`src/rtl/mem_access_unit_if.sv`:
```
// CPU/RAM bus bundle for mem_access_unit.
//   slave  : the access unit's view (CPU request + RAM read data in,
//            load data/stall/error + RAM command out)
//   master : the environment's view (CPU and RAM side), directions mirrored
// Signals:
//   iMemR/iMemW       load / store strobes, held while oBusy=1
//   iMemType          0=word 1=half 2=byte 3=word
//   iMemAddr/iMemData byte address, store data (sub-word in low bits)
//   oMemData          right-aligned, zero-filled load data
//   oBusy/oAddrErr    stall to CPU, 1-cycle misalignment pulse
//   oRamEn/oRamWe/oRamAddr/oRamWData/iRamRData  single-port word RAM
interface mem_access_unit_if #(
  parameter int RAM_AW = 11,
  parameter int TYPE_W = 2
) ();
  logic              iMemR;
  logic              iMemW;
  logic [TYPE_W-1:0] iMemType;
  logic [31:0]       iMemAddr;
  logic [31:0]       iMemData;
  logic [31:0]       oMemData;
  logic              oBusy;
  logic              oAddrErr;
  logic              oRamEn;
  logic              oRamWe;
  logic [RAM_AW-1:0] oRamAddr;
  logic [31:0]       oRamWData;
  logic [31:0]       iRamRData;

  modport slave (
    input  iMemR, iMemW, iMemType, iMemAddr, iMemData, iRamRData,
    output oMemData, oBusy, oAddrErr, oRamEn, oRamWe, oRamAddr, oRamWData
  );

  modport master (
    output iMemR, iMemW, iMemType, iMemAddr, iMemData, iRamRData,
    input  oMemData, oBusy, oAddrErr, oRamEn, oRamWe, oRamAddr, oRamWData
  );
endinterface

```
`src/rtl/mem_access_unit.sv`:
```
// Memory-side partner of the multicycle CPU. Turns CPU load/store requests
// into accesses on a single-port, whole-word, 1-cycle-read RAM, handling
// little-endian byte/half lanes and read-modify-write for sub-word stores.
// Ports:
//   clk  rising-edge clock
//   rst  synchronous reset, active-low
//   bus  mem_access_unit_if.slave (CPU request/response + RAM command/data)
// Timing: word store 0 stalls; load and sub-word store 2 stall cycles,
// load data valid from DONE and held until the next load completes.
module mem_access_unit #(
  parameter int RAM_AW = 11,
  parameter int TYPE_W = 2
) (
  input  logic                   clk,
  input  logic                   rst,
  mem_access_unit_if.slave       bus
);

  typedef enum logic [1:0] {IDLE, RD_WAIT, RMW_WAIT, DONE} state_t;

  state_t            state;
  logic [TYPE_W-1:0] type_q;
  logic [1:0]        lane_q;
  logic [31:0]       data_q;
  logic [RAM_AW-1:0] addr_q;
  logic [31:0]       mem_data_q;

  logic              is_half, is_byte, is_word, misaligned, req, accept;
  logic              ram_en, ram_we, busy, addr_err;
  logic [RAM_AW-1:0] ram_addr;
  logic [31:0]       ram_wdata;

  function automatic logic [31:0] extract(input logic [31:0] word,
                                          input logic [TYPE_W-1:0] typ,
                                          input logic [1:0] lane);
    logic [31:0] r;
    r = word;
    if (typ == TYPE_W'(2))
      r = (word >> {lane, 3'b000}) & 32'h0000_00FF;
    else if (typ == TYPE_W'(1))
      r = (word >> {lane[1], 4'b0000}) & 32'h0000_FFFF;
    return r;
  endfunction

  function automatic logic [31:0] merge(input logic [31:0] word,
                                        input logic [31:0] data,
                                        input logic [TYPE_W-1:0] typ,
                                        input logic [1:0] lane);
    logic [31:0] mask;
    logic [4:0]  sh;
    mask = '1;
    sh   = '0;
    if (typ == TYPE_W'(2)) begin
      sh   = {lane, 3'b000};
      mask = 32'h0000_00FF << sh;
    end else if (typ == TYPE_W'(1)) begin
      sh   = {lane[1], 4'b0000};
      mask = 32'h0000_FFFF << sh;
    end
    return (word & ~mask) | ((data << sh) & mask);
  endfunction

  always_comb begin
    is_half    = (bus.iMemType == TYPE_W'(1));
    is_byte    = (bus.iMemType == TYPE_W'(2));
    is_word    = !is_half && !is_byte;
    misaligned = (is_half && bus.iMemAddr[0]) ||
                 (is_word && (bus.iMemAddr[1:0] != 2'b00));
    req        = bus.iMemR || bus.iMemW;
    accept     = (state == IDLE) && req && !misaligned;
  end

  // RAM command is combinational so a word store lands in the request cycle;
  // RMW_WAIT uses only registered request fields. Everything is gated by rst
  // so a reset cycle can never issue a RAM write.
  always_comb begin
    ram_en    = 1'b0;
    ram_we    = 1'b0;
    busy      = 1'b0;
    addr_err  = 1'b0;
    ram_addr  = addr_q;
    ram_wdata = merge(bus.iRamRData, data_q, type_q, lane_q);
    if (rst) begin
      case (state)
        IDLE: begin
          if (req) begin
            if (misaligned) begin
              addr_err = 1'b1;
            end else begin
              ram_en   = 1'b1;
              ram_addr = bus.iMemAddr[RAM_AW+1:2];
              if (bus.iMemW && is_word) begin
                ram_we    = 1'b1;
                ram_wdata = bus.iMemData;
              end else begin
                busy = 1'b1;
              end
            end
          end
        end
        RD_WAIT:  busy = 1'b1;
        RMW_WAIT: begin
          busy   = 1'b1;
          ram_en = 1'b1;
          ram_we = 1'b1;
        end
        default: ;
      endcase
    end
  end

  always_ff @(posedge clk) begin
    if (!rst) begin
      state      <= IDLE;
      mem_data_q <= '0;
      type_q     <= '0;
      lane_q     <= '0;
      data_q     <= '0;
      addr_q     <= '0;
    end else begin
      case (state)
        IDLE: begin
          if (accept) begin
            type_q <= bus.iMemType;
            lane_q <= bus.iMemAddr[1:0];
            data_q <= bus.iMemData;
            addr_q <= bus.iMemAddr[RAM_AW+1:2];
            if (bus.iMemW)
              state <= is_word ? IDLE : RMW_WAIT;
            else
              state <= RD_WAIT;
          end
        end
        RD_WAIT: begin
          mem_data_q <= extract(bus.iRamRData, type_q, lane_q);
          state      <= DONE;
        end
        RMW_WAIT: state <= DONE;
        DONE:     state <= IDLE;
        default:  state <= IDLE;
      endcase
    end
  end

  assign bus.oMemData  = mem_data_q;
  assign bus.oBusy     = busy;
  assign bus.oAddrErr  = addr_err;
  assign bus.oRamEn    = ram_en;
  assign bus.oRamWe    = ram_we;
  assign bus.oRamAddr  = ram_addr;
  assign bus.oRamWData = ram_wdata;

endmodule
```
`src/flat_wrapper.sv`:
```
// flat-port wrapper written by rule: the top's interface ports become plain ports
module mem_access_unit_flat 
#(
  parameter int RAM_AW = 11,
  parameter int TYPE_W = 2
)
  (clk, rst, bus_iMemR, bus_iMemW, bus_iMemType, bus_iMemAddr, bus_iMemData, bus_iRamRData, bus_oMemData, bus_oBusy, bus_oAddrErr, bus_oRamEn, bus_oRamWe, bus_oRamAddr, bus_oRamWData);
  mem_access_unit_if #(.RAM_AW(RAM_AW), .TYPE_W(TYPE_W)) bus_i ();
  input  logic clk;
  input  logic rst;
  input wire logic [$bits(bus_i.iMemR)-1:0] bus_iMemR;
  input wire logic [$bits(bus_i.iMemW)-1:0] bus_iMemW;
  input wire logic [$bits(bus_i.iMemType)-1:0] bus_iMemType;
  input wire logic [$bits(bus_i.iMemAddr)-1:0] bus_iMemAddr;
  input wire logic [$bits(bus_i.iMemData)-1:0] bus_iMemData;
  input wire logic [$bits(bus_i.iRamRData)-1:0] bus_iRamRData;
  output wire logic [$bits(bus_i.oMemData)-1:0] bus_oMemData;
  output wire logic [$bits(bus_i.oBusy)-1:0] bus_oBusy;
  output wire logic [$bits(bus_i.oAddrErr)-1:0] bus_oAddrErr;
  output wire logic [$bits(bus_i.oRamEn)-1:0] bus_oRamEn;
  output wire logic [$bits(bus_i.oRamWe)-1:0] bus_oRamWe;
  output wire logic [$bits(bus_i.oRamAddr)-1:0] bus_oRamAddr;
  output wire logic [$bits(bus_i.oRamWData)-1:0] bus_oRamWData;
  assign bus_i.iMemR = bus_iMemR;
  assign bus_i.iMemW = bus_iMemW;
  assign bus_i.iMemType = bus_iMemType;
  assign bus_i.iMemAddr = bus_iMemAddr;
  assign bus_i.iMemData = bus_iMemData;
  assign bus_i.iRamRData = bus_iRamRData;
  assign bus_oMemData = bus_i.oMemData;
  assign bus_oBusy = bus_i.oBusy;
  assign bus_oAddrErr = bus_i.oAddrErr;
  assign bus_oRamEn = bus_i.oRamEn;
  assign bus_oRamWe = bus_i.oRamWe;
  assign bus_oRamAddr = bus_i.oRamAddr;
  assign bus_oRamWData = bus_i.oRamWData;
  mem_access_unit #(.RAM_AW(RAM_AW), .TYPE_W(TYPE_W)) u_core (.clk(clk), .rst(rst), .bus(bus_i));
endmodule
```
`config.mk`:
```
export PLATFORM = sky130hd
export DESIGN_NAME = mem_access_unit_flat
export DESIGN_NICKNAME = d
export VERILOG_FILES = /design/src/rtl/mem_access_unit_if.sv /design/src/rtl/mem_access_unit.sv /design/src/flat_wrapper.sv
export SDC_FILE = /design/constraint.sdc
export NUM_CORES = 1
export LEC_CHECK = 0
export CORE_ASPECT_RATIO = 2
export CORE_UTILIZATION = 35
export DETAILED_ROUTE_END_ITERATION = 8
export PLACE_DENSITY = 0.67
export SYNTH_ARGS = -nofsm -noshare
export SYNTH_HDL_FRONTEND = slang
export SYNTH_SLANG_ARGS = --single-unit
export TNS_END_PERCENT = 20
```
`constraint.sdc`:
```
create_clock -name clk -period 2.33 [get_ports clk]
set_input_delay 0.466 -clock clk [delete_from_list [all_inputs] [get_ports clk]]
set_output_delay 0.466 -clock clk [all_outputs]
set_load 0.01 [all_outputs]
```
==> results of run 1 <==
-- kinds of logic (layout without fill, tap and decap cells) --
family | count (synthesis) | count (layout) | share of synthesized area (%)
buffers and inverters | 56 | 303 | 5.415
AOI/OAI and AO/OA | 194 | 194 | 25.14
muxes | 43 | 43 | 11.11
xor gates and xnor gates | 2 | 2 | 0.6520
other | 0 | 1 | 0
and+or+nand+nor | 240 | 240 | 23.94
DFF | 81 | 81 | 32.49
adders and majority gates | 5 | 5 | 1.253
-- state kept, by name, summed over array words and instances (netlist names) --
name,flops
u_core.data_q,32
u_core.type_q,2
u_core.lane_q,2
u_core.state,2
u_core.addr_q,11
u_core.bus.oMemData,32
-- metal layers --
metal	wire (µm)	share of wire, %	GRT usage, %	vias to the layer above
li1	-	-	-	2739
met1	7582	36	29.65	2763
met2	11380	54	53.17	219
met3	808	3.9	3.618	64
met4	1176	5.6	17.10	0
met5	0	0	0	-
-- final cells by class --
class	count	area, µm²
inverter	4	17.52
clock inverter	6	73.82
fill	1267	5707
antenna	1	2.502
sequential	81	1634
tap	189	236.5
clock buffer	10	239.0
timing repair buffer	283	2517
multi-input combinational	484	3463
-- through the flow --
stage,instance area (µm²),setup TNS (ns)
2_1_floorplan,5022,0
3_3_place_gp,7358,-55.60
3_5_place_dp,7358,-60.26
4_1_cts,8040,-5.718
5_1_grt,8184,-9.516
6_report,8184,-6.756
-- layout by cell type, fill, tap and decap left out, drive strengths merged, types with 9 or more instances in the layout --
| cell type | count |
|---|---|
| a21o | 9 |
| a21oi | 29 |
| buf | 171 |
| clkbuf | 11 |
| clkdlybuf4s50 | 108 |
| dfxtp | 81 |
| mux2 | 19 |
| mux2i | 16 |
| nand2 | 95 |
| nand2b | 10 |
| nand3 | 50 |
| nand3b | 11 |
| nor2 | 20 |
| nor2b | 46 |
| o21ai | 80 |
| o22ai | 9 |
| o2bb2ai | 11 |
-- critical path, stage by stage --
cell	delay (ns)
buf_8	0.08
inv_4	0.03
ha_4	0.29
nand2_4	0.05
buf_6	0.12
nor4_4	0.36
buf_4	0.19
buf_6	0.10
buf_12	0.13
nand2_4	0.05
o21ai_2	0.06
buf_2	0.15
-- power by group through the flow --
stage	registers, mW	logic, mW	clock network [mW]
5_1_grt	2.01	4.13	1.58
4_1_cts	1.98	3.76	1.53
2_1_floorplan	1.97	1.78	0
3_5_place_dp	1.99	3.61	0
3_3_place_gp	1.98	3.56	0
6_report	1.98	3.87	1.51
-- what timing repair did --
item                                    4_1_cts  5_1_grt
setup buffers                                20        5
hold endpoints to repair                      0        0
cloned                                        4        0
endpoints found under the setup margin       90       47
pin swaps                                    17       12
gates resized for setup                     299       35
hold buffers                                  0        0
-- how the worst min path moves through the flow --
stage | startpoint | endpoint | cells after the start
global placement | u_core.addr_q[6] | u_core.addr_q[6] | 2
global route | bus_iMemType[0] | u_core.type_q[0] | 3
CTS | bus_iMemType[1] | u_core.type_q[1] | 3
finish | bus_iMemType[0] | u_core.type_q[0] | 3
detailed placement | u_core.addr_q[2] | u_core.addr_q[2] | 2
floorplan | u_core.addr_q[2] | u_core.addr_q[2] | 2
==> reports/summary.md, run 1 <==
Sequential cells burn 26.9% of the power. The number of pins with negative max-slew slack in the final report was 0. The endpoint identified for the worst register-to-register timing path is u_core.bus.oMemData[2].

The floorplan die height is 170.9 µm, and the post-detailed-placement half-perimeter wirelength is 15670 µm. For the worst slew margin relative to its limit, the log shows 56.74%. The fraction of post-synthesis cell area in the top cell type by area came out at 32.49%. The number of hold-slack violations in the final timing report was 0; the first-pass detailed-route iteration total was 7.

The fraction of layout cells with a size suffix above 1 was 33.53%; the share of flip-flops with an asynchronous set or reset was 0%. The tools report the netlist area before placement as 4991 µm². Clock latency on the worst-skew pair, taken at its later pin, is 0.35 ns. The number of nets in the synthesized netlist is 728. The setup slack of the critical path after layout came out at -0.2355 ns.

The clock passes through at most 2 buffers. After the last flow step, the layout net total stands at 970. The cell accounting for the most synthesized area is dfxtp_1.

The min-delay analysis places its worst path in the category in -> reg. Measured on the finished design, the core utilization comes to 58.92%. The worst ir drop on vdd was 0.0005051 V. First element of the critical path: bus_iMemType[1]. The share of the cycle needed by the critical path after routing was 110.1%; the combinational power share was 52.5%. Based on the critical path, the design can be clocked at up to 389.8 MHz. Yosys attributes the largest share of cell area to dfxtp_1, nand2_1, nor2b_1.

For the pin with the worst max-slew slack, the measured transition is 0.6489 ns. Buffers placed on the I/O ports in this run total 161. The logs give 301 for the first-iteration detailed-routing DRC count and 1058 for the final instance count without filler cells. For the endpoint required time on the critical path, the log shows 1.86 ns. Of all nets on the critical path, the largest fanout is 8. The tools report the timing endpoint of the critical path as bus_oRamWData[24]. The number of synthesis warnings came out at 0. Yosys mapped a number of flops with a built-in enable equal to 0. The cell area power density works out to 900.2 nW/µm². The worst reg-to-reg path cell count is 7. The most frequently used cell type in the post-synthesis netlist was nand2_1.

The mean post-synth cell area came out at 8.037 µm². The commonest cells after synthesis are nand2_1, dfxtp_1, nand3_1. The overall die width works out to 86.44 µm.

181 I/O pins were placed. Cell total after placement: 1013. The die covers 14770 µm². The congestion estimate from routability-driven global placement came to 0.9547. In this run the remaining antenna-violating nets after routing total 0.

For this block, the routed nets add up to 20950 µm of wire. For the number of remaining DRC errors, the log shows 0. The starting utilization of the core area is 35.93%. In this run the number of H-tree levels came out at 3. The nature of the critical path endpoint is an output port.

Net switching share of the total power: 38.17%. The final reports fail on negative setup slack. The run gives 2.812 mW as the net load switching power. The critical path in this run is classified as in -> out. The leakage component of the power is 3.405 nW. The routed layout has 5785 vias. The number of max-cap violations is 0.

The area added between synthesis and finish was 63.98%; the CTS clock-pin slew for the worst setup and hold paths was 0.07 ns. Between clock sinks in the finished design, the worst skew comes to 0.01043 ns. Average routed wire per standard cell: 19.80 µm. Across all register-to-register paths, the minimum setup slack is 0.36 ns. OpenSTA, run right after detailed placement, puts the worst setup slack at -0.9631 ns. The cell chosen for the clock root is clkbuf_16. The worst-case hold slack is 0.3987 ns, and the internal cell power is 4.556 mW.

The top flip-flop cell by instance count after synthesis was dfxtp_1. Using the TritonRoute via totals, the vias-per-cell ratio works out to 5.468. STA puts the critical path data arrival time at 2.10 ns.

The number of global-route vias before repair came out at 5845. The run finished, with violations left. The worst setup path is launched from a primary input. Setup repair after global routing could not meet its margin everywhere.

The number of synthesized register bits works out to 81. The worst register-to-register path begins at u_core.type_q[1]. Buffers inserted during clock tree synthesis total 9. The overall power was 7.368 mW; the total track usage was 28.52%.

Setup violations remaining at the end of the flow were counted as 45. The number of antenna violations at the first check in global routing was 1. TritonCTS built the clock tree. Entering global routing, the biggest net connects 65 pins. The minimum clock period was 2.565 ns; the fraction of power consumed by the clock network was 20.6%.

The TritonCTS sink count is 81, and the cell count after synthesis is 621. Counting distinct cell types in the post-synthesis netlist gives 52. The share of the Yosys chip area taken by registers is 32.49%. Summed over all layers, the global routing overflow is 0. The core region is 13890 µm². The first global-routing pass estimated 31350 µm of wire. Row generation in the floorplan step produced 61 rows.
Power figures use the tool's default switching activity.
==> run 2, diff against run 1 <==
==> constraint.sdc (replaced) <==
create_clock -name clk -period 2.33 [get_ports clk]
set_input_delay 0.466 -clock clk [delete_from_list [all_inputs] [get_ports clk]]
set_output_delay 0.466 -clock clk [all_outputs]
set_load 0.05 [all_outputs]
==> run 2 against run 1 <==
Against the previous run:
- the flow still finishes with violations (negative setup slack)
- clock power barely moved
- setup slack got worse by 0.043 ns
- utilization rose by 4.0 points
- worst hold slack got worse by 0.014 ns
- clock skew rose by 0.0030 ns
- maximum frequency fell by 1.7%
- global-route usage barely moved
- largest cell class unchanged
- routed wire length rose by 2.1%
- first-iteration DRC count rose by 16%
- clock-buffer cell count fell by 1
- combinational power rose by 53%
==> reports/summary.md, run 2 (synthesis gave the netlist of run 1 again) <==
The flow ran to the end, but the final reports show violations. Violated checks: negative setup slack (unchanged). The net load switching power is 4.246 mW (was 2.812 mW). The last weighted congestion value of the routability-driven placer was 0.9245 (was 0.9547); the total non-filler cell area in the finished layout was 8741 µm² (was 8184 µm²). Reg-to-reg critical path endpoint: u_core.lane_q[1] (was u_core.bus.oMemData[2]). Worst ir drop on vdd: 0.0006198 V (was 0.0005051 V). The tools report the nature of the critical path endpoint as an output port (unchanged).

The number of I/O port buffers is 161 (unchanged), and the floorplan die height is 170.9 µm (unchanged). The area added between synthesis and finish was 75.13% (was 63.98%). For the wire length of the first global-routing pass, the log shows 31380 µm (was 31350 µm). The number of top-level design ports was 181 (unchanged); the number of nets with antenna violations after detailed routing was 0 (unchanged).

The type of origin of the critical path was a flop (was a primary input). The cell area power density came out at 1083 nW/µm² (was 900.2 nW/µm²). Setup repair after global routing could not meet its margin everywhere. The tools report the setup slack of the critical path after layout as -0.2789 ns (was -0.2355 ns). The area of placed instances was 7431 µm² (was 7358 µm²); the worst reg-to-reg path cell count was 9 (was 7). Maximum cell stage delay along the critical path: 0.55 ns (was 0.36 ns).

The tools report the startpoint of the worst register-to-register path as u_core.state[0] (was u_core.type_q[1]). The largest delay contributor family on the critical path is simple AND/OR/NAND/NOR gates (was buffers and inverters). The logs give 1028 (was 1058) for the final instance count without filler cells and 1.86 ns (about the same) for the endpoint required time on the critical path. The TritonCTS sink count was 81 (unchanged); the TritonCTS buffer count was 9 (unchanged).

The run gives 3 (unchanged) as the total number of H-tree levels. The tools report the clock latency reported for the late side of the worst-skew pair as 0.35 ns (about the same). The cell repeated most along the worst path is buf_12. The type of the worst setup path is reg -> out (was in -> out). The number of max-cap violations is 0 (unchanged). The tools report the diode insertion count for antenna repair as 0 (was 1). The cell at the slowest stage of the critical path was or4_4 (was nor4_4). The number of cells on the worst hold path is 3 (unchanged), and the buffer and inverter count on the worst path is 4 (was 7). The worst slew margin relative to its limit is 38.07% (was 56.74%).

The terminating pin of the worst hold path was u_core.type_q[0] (unchanged). The total track usage was 28.53% (was 28.52%). The worst-case hold slack is 0.3842 ns (was 0.3987 ns). The combinational power share is 62.7% (was 52.5%), and the first-iteration detailed-routing DRC count is 348 (was 301).

The run gives 5717 (was 5845) as the number of global-route vias before repair. The most common library cell in the layout ignoring fill and taps was clkdlybuf4s50_1 (unchanged). Commonest cells after routing, fill and taps aside: clkdlybuf4s50_1, nand2_1, dfxtp_1 (was clkdlybuf4s50_1, buf_4, nand2_1).

The final setup violation count is 45 (unchanged), and the vias after detailed routing is 5737 (was 5785). The cell total after placement is 989 (was 1013). The tools report the cell chosen for the clock root as clkbuf_16 (unchanged). The overall die width works out to 86.44 µm (unchanged). Largest buffer count on any clock path: 2 (unchanged). Minimum clock period: 2.609 ns (was 2.565 ns). The launch instance of the worst min-delay path is bus_iMemType[0] (unchanged). Starting utilization of the core area: 35.93% (unchanged).

TritonCTS built the clock tree. The number of remaining DRC errors was 0 (unchanged). The maximum clock skew at final layout was 0.01340 ns (was 0.01043 ns).

The tools report the placement row count as 61 (unchanged). The number of nets in the final layout was 942 (was 970); the fraction of power consumed by the clock network was 16.2% (was 20.6%). The overall die area is 14770 µm² (unchanged). The logs give 383.3 MHz (was 389.8 MHz) for the highest attainable clock frequency and 15660 µm (was 15670 µm) for the post-detailed-placement half-perimeter wirelength. The average routed wire per standard cell was 20.80 µm (was 19.80 µm); the minimum setup slack among reg-to-reg paths was 0.35 ns (was 0.36 ns).

The summed negative setup slack over all endpoints is -8.320 ns (was -6.756 ns), and the number of pins with negative max-slew slack in the final report is 0 (unchanged). The slew of the pin with the lowest slew margin was 0.9290 ns (was 0.6489 ns); the worst-path maximum fanout was 6 (was 8). The fraction of layout cells with a size suffix above 1 is 32.78% (was 33.53%). The via density per instance is 5.581 (was 5.468), and the largest net degree at the start of global routing is 98 (was 65). The run gives 5 (was 7) as the first-pass detailed-route iteration total. The tools report the total of hold buffers inserted after clock tree synthesis as 0 (unchanged). The worst hold path class is in -> reg (unchanged). The tools report the core outline area as 13890 µm² (unchanged).

The leakage component of the power is 3.431 nW (was 3.405 nW), and the net switching share of the total power is 44.85% (was 38.17%). For the routed wire length, the log shows 21390 µm (was 20950 µm). Pre-CTS worst setup slack: -0.7672 ns (was -0.9631 ns). The share of the cycle needed by the critical path after routing came out at 112.0% (was 110.1%). The run gives 5.220 mW (was 4.556 mW) as the internal cell power. The CTS clock-pin slew for the worst setup and hold paths is 0.06 ns (was 0.07 ns), and the number of antenna violations at the first check in global routing is 0 (was 1). Cells traversed along the worst timing path: inv_2 > ha_4 > nand2_2 > or4_4 > buf_12 > buf_16 > nor2_4 > a21oi_4 > buf_12 (was buf_8 > inv_4 > ha_4 > nand2_4 > buf_6 > nor4_4 > buf_4 > buf_6 > buf_12 > nand2_4 > o21ai_2 > buf_2). The tools report the fraction of power consumed by sequential logic as 21.1% (was 26.9%).

Number of hold-slack violations in the final timing report: 0 (unchanged). The data arrival time of the critical path is 2.14 ns (was 2.10 ns). The run gives 0 (unchanged) as the remaining global-route overflow.
==> run 2: timing repair <==
item / 4_1_cts / 5_1_grt
gates cloned: 4 / 4
pin swaps: 15 / 17
resized for setup: 117 / 74
setup buffers: 11 / 9
endpoints found under the setup margin: 94 / 48
==> run 2: power by group through the flow <==
stage	combinational (mW)	clock, mW	sequential [mW]
detailed placement	5.20	0	2.00
finish	5.93	1.53	2.00
floorplan	2.67	0	2.41
CTS	5.66	1.55	1.98
global placement	5.16	0	1.99
global route	6.21	1.60	2.04
==> run 2: cell type report <==
| cell class | count | area, µm² |
|---|---|---|
| fillers | 1181 | 5150 |
| multi-input cells | 484 | 3635 |
| repair buffers | 255 | 2893 |
| flip-flops and latches | 81 | 1634 |
| well taps | 189 | 236.5 |
| clock buffers | 9 | 225.2 |
| clock inverters | 6 | 90.09 |
| inverters | 4 | 27.53 |
==> run 2: worst reg2reg max path: stages (launching register included) <==
cell and delay [ns]:
dfxtp_2 0.32, inv_2 0.08, ha_4 0.15, buf_4 0.10
buf_4 0.09, buf_4 0.13, o221a_2 0.19, buf_4 0.52
nand2_1 0.13, a21boi_1 0.17
==> run 2: metrics by stage <==
| step | power, mW | utilization (%) |
|---|---|---|
| 2_1_floorplan | 5.079 | - |
| 3_3_place_gp | 7.144 | 53.49 |
| 3_5_place_dp | 7.202 | 53.49 |
| 4_1_cts | 9.189 | 60.16 |
| 5_1_grt | 9.848 | 62.93 |
| 6_report | 9.466 | 62.93 |
==> run 2: worst max-delay path by stage <==
stage	startpoint	cells past startpoint	slack (ns)	end
after detailed placement	bus_iMemType[1]	9	-0.77	bus_oRamWData[22]
after floorplan	bus_iMemType[1]	7	-0.50	bus_oRamWData[17]
after global placement	bus_iMemType[1]	9	-0.74	bus_oRamWData[22]
final	u_core.state[0]	9	-0.28	bus_oRamWData[21]
after CTS	bus_iMemType[1]	11	-0.30	bus_oRamWData[29]
after global routing	u_core.state[0]	9	-0.32	bus_oRamWData[28]
==> run 2: metal layers <==
layer / up-vias / track usage (%) / wire [µm]
met5: - / 0 / 0
met4: 0 / 19.71 / 1573
met3: 76 / 3.618 / 1083
met2: 297 / 52.45 / 11500
met1: 2676 / 29.24 / 7235
li1: 2688 / - / -
==> run 3, diff against run 2 <==
--- a/config.mk
+++ b/config.mk
@@ -8,6 +8,7 @@
 export CORE_ASPECT_RATIO = 2
 export CORE_UTILIZATION = 35
 export DETAILED_ROUTE_END_ITERATION = 8
+export GPL_TIMING_DRIVEN = 0
 export PLACE_DENSITY = 0.67
 export SYNTH_ARGS = -nofsm -noshare
 export SYNTH_HDL_FRONTEND = slang
==> run 3 against run 2 <==
Against the previous run:
- the run still ends with negative setup slack left
- die area stayed put
- critical path depth fell by 3
- sequential share of layout area grew 1.1 points
- register-to-register slack got worse by 0.25 ns
- flip-flop and latch count unchanged
==> reports/summary.md, run 3 (synthesis gave the netlist of run 1 again) <==
The run finished, with violations left. Violated checks: negative setup slack (unchanged). The tools report the startpoint of the worst register-to-register path as u_core.state[1] (was u_core.state[0]). The tools report the launch instance of the worst min-delay path as bus_iMemType[1] (was bus_iMemType[0]).

The buffer and inverter count on the worst path works out to 2 (was 4). The CTS clock-pin slew for the worst setup and hold paths was 0.07 ns (was 0.06 ns); the utilization after layout was 59.25% (was 62.93%). The run gives 16420 µm (was 15660 µm) as the post-detailed-placement half-perimeter wirelength.

The average routed wire per standard cell came out at 21.58 µm (was 20.80 µm). Setup repair after global routing could not meet its margin everywhere. The TritonCTS sink count is 81 (unchanged). The floorplan die height was 170.9 µm (unchanged); the final instance count without filler cells was 1024 (was 1028). For the internal cell power, the log shows 4.737 mW (was 5.220 mW). Largest delay contributor family on the critical path: compound AO/OA/AOI/OAI gates (was simple AND/OR/NAND/NOR gates). The cell total after placement is 971 (was 989), and the area added between synthesis and finish is 64.90% (was 75.13%).

The run gives 62.5% (was 62.7%) as the combinational power share. The terminating pin of the worst hold path was u_core.type_q[1] (was u_core.type_q[0]). The clock latency reported for the late side of the worst-skew pair is 0.35 ns (about the same), and the remaining global-route overflow is 0 (unchanged).

The fraction of power consumed by sequential logic was 22.0% (was 21.1%); the first-pass detailed-route iteration total was 6 (was 5). TritonCTS built the clock tree. The placement row count was 61 (unchanged). The tools report the data arrival time of the critical path as 2.12 ns (was 2.14 ns). For the wire length of the first global-routing pass, the log shows 33100 µm (was 31380 µm). The total track usage was 30.13% (was 28.53%).

The tools report the reg-to-reg critical path endpoint as u_core.bus.oMemData[7] (was u_core.lane_q[1]). The type of origin of the critical path is a flop (unchanged). The worst reg-to-reg path cell count is 11 (was 9). The run gives 0 (unchanged) as the number of max-cap violations.

The cell area power density is 1098 nW/µm² (was 1083 nW/µm²). The worst slew margin relative to its limit is 56.31% (was 38.07%), and the maximum cell stage delay along the critical path is 0.48 ns (was 0.55 ns). The cell chosen for the clock root is clkbuf_16 (unchanged). The worst-path maximum fanout came out at 10 (was 6). The overall die width is 86.44 µm (unchanged). The logs give 0 (unchanged) for the diode insertion count for antenna repair and 9.040 mW (was 9.466 mW) for the overall power. The overall die area was 14770 µm² (unchanged); the total number of H-tree levels was 3 (unchanged). The run gives 386.0 MHz (was 383.3 MHz) as the highest attainable clock frequency. The tools report the routed wire length as 22090 µm (was 21390 µm). The slew of the pin with the lowest slew margin works out to 0.6553 ns (was 0.9290 ns). The tools report the number of global-route vias before repair as 5982 (was 5717).

Worst hold path class: in -> reg (unchanged). For the largest net degree at the start of global routing, the log shows 20 (was 98). The number of nets in the final layout was 937 (was 942). Fraction of layout cells with a size suffix above 1: 30.90% (was 32.78%).

Nature of the critical path endpoint: an output port (unchanged). The net switching share of the total power works out to 47.60% (was 44.85%). Most common library cell in the layout ignoring fill and taps: clkdlybuf4s50_1 (unchanged). The minimum setup slack among reg-to-reg paths is 0.10 ns (was 0.35 ns), and the number of top-level design ports is 181 (unchanged). The summed negative setup slack over all endpoints came out at -8.272 ns (was -8.320 ns).

For the worst ir drop on vdd, the log shows 0.0006337 V (was 0.0006198 V). The run gives 0 (unchanged) as the number of remaining DRC errors. The run gives 4.303 mW (was 4.246 mW) as the net load switching power. The run gives 0 (unchanged) as the number of antenna violations at the first check in global routing. The number of I/O port buffers is 161 (unchanged), and the number of pins with negative max-slew slack in the final report is 0 (unchanged). The tools report the first-iteration detailed-routing DRC count as 349 (was 348). The minimum clock period came out at 2.591 ns (was 2.609 ns). The largest buffer count on any clock path came out at 2 (unchanged).

The share of the cycle needed by the critical path after routing was 111.2% (was 112.0%). The tools report the total of hold buffers inserted after clock tree synthesis as 0 (unchanged). Cells traversed along the worst timing path: buf_12 > nand3b_1 > a21bo_4 > a222oi_1 > a21oi_4 > buf_6 (was inv_2 > ha_4 > nand2_2 > or4_4 > buf_12 > buf_16 > nor2_4 > a21oi_4 > buf_12). The via density per instance is 5.651 (was 5.581).

The leakage component of the power is 3.236 nW (was 3.431 nW). The last weighted congestion value of the routability-driven placer came out at 0.9455 (was 0.9245). The logs give -1.762 ns (was -0.7672 ns) for the pre-CTS worst setup slack and 5787 (was 5737) for the vias after detailed routing.

The core outline area is 13890 µm² (unchanged). The run gives 0.01215 ns (was 0.01340 ns) as the maximum clock skew at final layout. The type of the worst setup path was reg -> out (unchanged). The endpoint required time on the critical path was 1.86 ns (about the same). Commonest cells after routing, fill and taps aside: clkdlybuf4s50_1, nand2_1, dfxtp_1 (unchanged). The tools report the TritonCTS buffer count as 9 (unchanged). The starting utilization of the core area was 35.93% (unchanged). The fraction of power consumed by the clock network was 15.5% (was 16.2%). The number of cells on the worst hold path works out to 3 (unchanged). The final setup violation count was 46 (was 45); the number of nets with antenna violations after detailed routing was 0 (unchanged). The setup slack of the critical path after layout is -0.2608 ns (was -0.2789 ns), and the number of hold-slack violations in the final timing report is 0 (unchanged). Cell at the slowest stage of the critical path: a222oi_1 (was or4_4).
==> run 3: changes by cell type in the layout (fill, tap and decap cells not counted), sizes merged <==
cell | before | now
buf | 142 | 114
clkbuf | 11 | 34
bufinv | 2 | 0
clkinvlp | 1 | 3
dlygate4sd2 | 2 | 4
clkdlybuf4s18 | 0 | 1
clkdlybuf4s50 | 108 | 107
dlymetal6s2s | 1 | 0
==> run 3: power by group through the flow <==
stage / sequential, mW / combinational (mW) / clock, mW
after floorplan: 2.41 / 2.67 / 0
after global placement: 1.97 / 4.66 / 0
after detailed placement: 1.98 / 4.70 / 0
after CTS: 1.97 / 5.40 / 1.41
after global routing: 2.02 / 5.91 / 1.47
final: 1.99 / 5.65 / 1.40
==> run 3: per-stage QoR <==
step / hold slack [ns] / area [µm²]
after floorplan: 0.4252 / 5045
after global placement: 0.4328 / 6893
after detailed placement: 0.4388 / 6893
after CTS: 0.3892 / 8009
after global routing: 0.4131 / 8230
final: 0.3894 / 8230
==> run 3: layout make-up <==
type | instances | area [µm²]
inverter | 4 | 27.53
timing repair buffer | 204 | 2086
tap | 189 | 236.5
sequential | 81 | 1632
buffer | 46 | 310.3
clock buffer | 10 | 239.0
multi-input combinational | 484 | 3649
fill | 1287 | 5660
clock inverter | 6 | 51.30
==> run 3: timing repair <==
action	CTS	global route
cloned	2	0
setup endpoints to repair	92	51
setup buffers	35	6
gates resized for setup	465	50
pin swaps	22	16
==> run 3: worst max path at each step <==
stage / from / endpoint / slack (ns) / cells past startpoint
after floorplan: bus_iMemType[1] / bus_oRamWData[17] / -0.50 / 7
after detailed placement: bus_iMemType[1] / bus_oRamAddr[7] / -1.76 / 9
after global placement: bus_iMemType[1] / bus_oRamAddr[3] / -1.72 / 9
after CTS: u_core.state[1] / bus_oRamWData[28] / -0.27 / 8
after global routing: u_core.type_q[1] / bus_oRamWData[16] / -0.34 / 6
final: u_core.type_q[1] / bus_oRamWData[16] / -0.26 / 6
==> run 3: worst reg2reg max path, delay by kind of cell (launching register included) <==
family                     cells  cell delay (ns)
adders and majority gates      1             0.33
buffers and inverters          6             0.65
and+or+nand+nor                1             0.19
DFF                            1             0.32
AOI/OAI and AO/OA              3             0.68
==> run 3: per-layer routing <==
metal	part of all wire [%]	global-route usage [%]	wire [µm]
met4	8.3	24.42	1838
met1	35	30.20	7624
met3	5.2	4.969	1155
met5	0	0	0
met2	52	53.62	11480
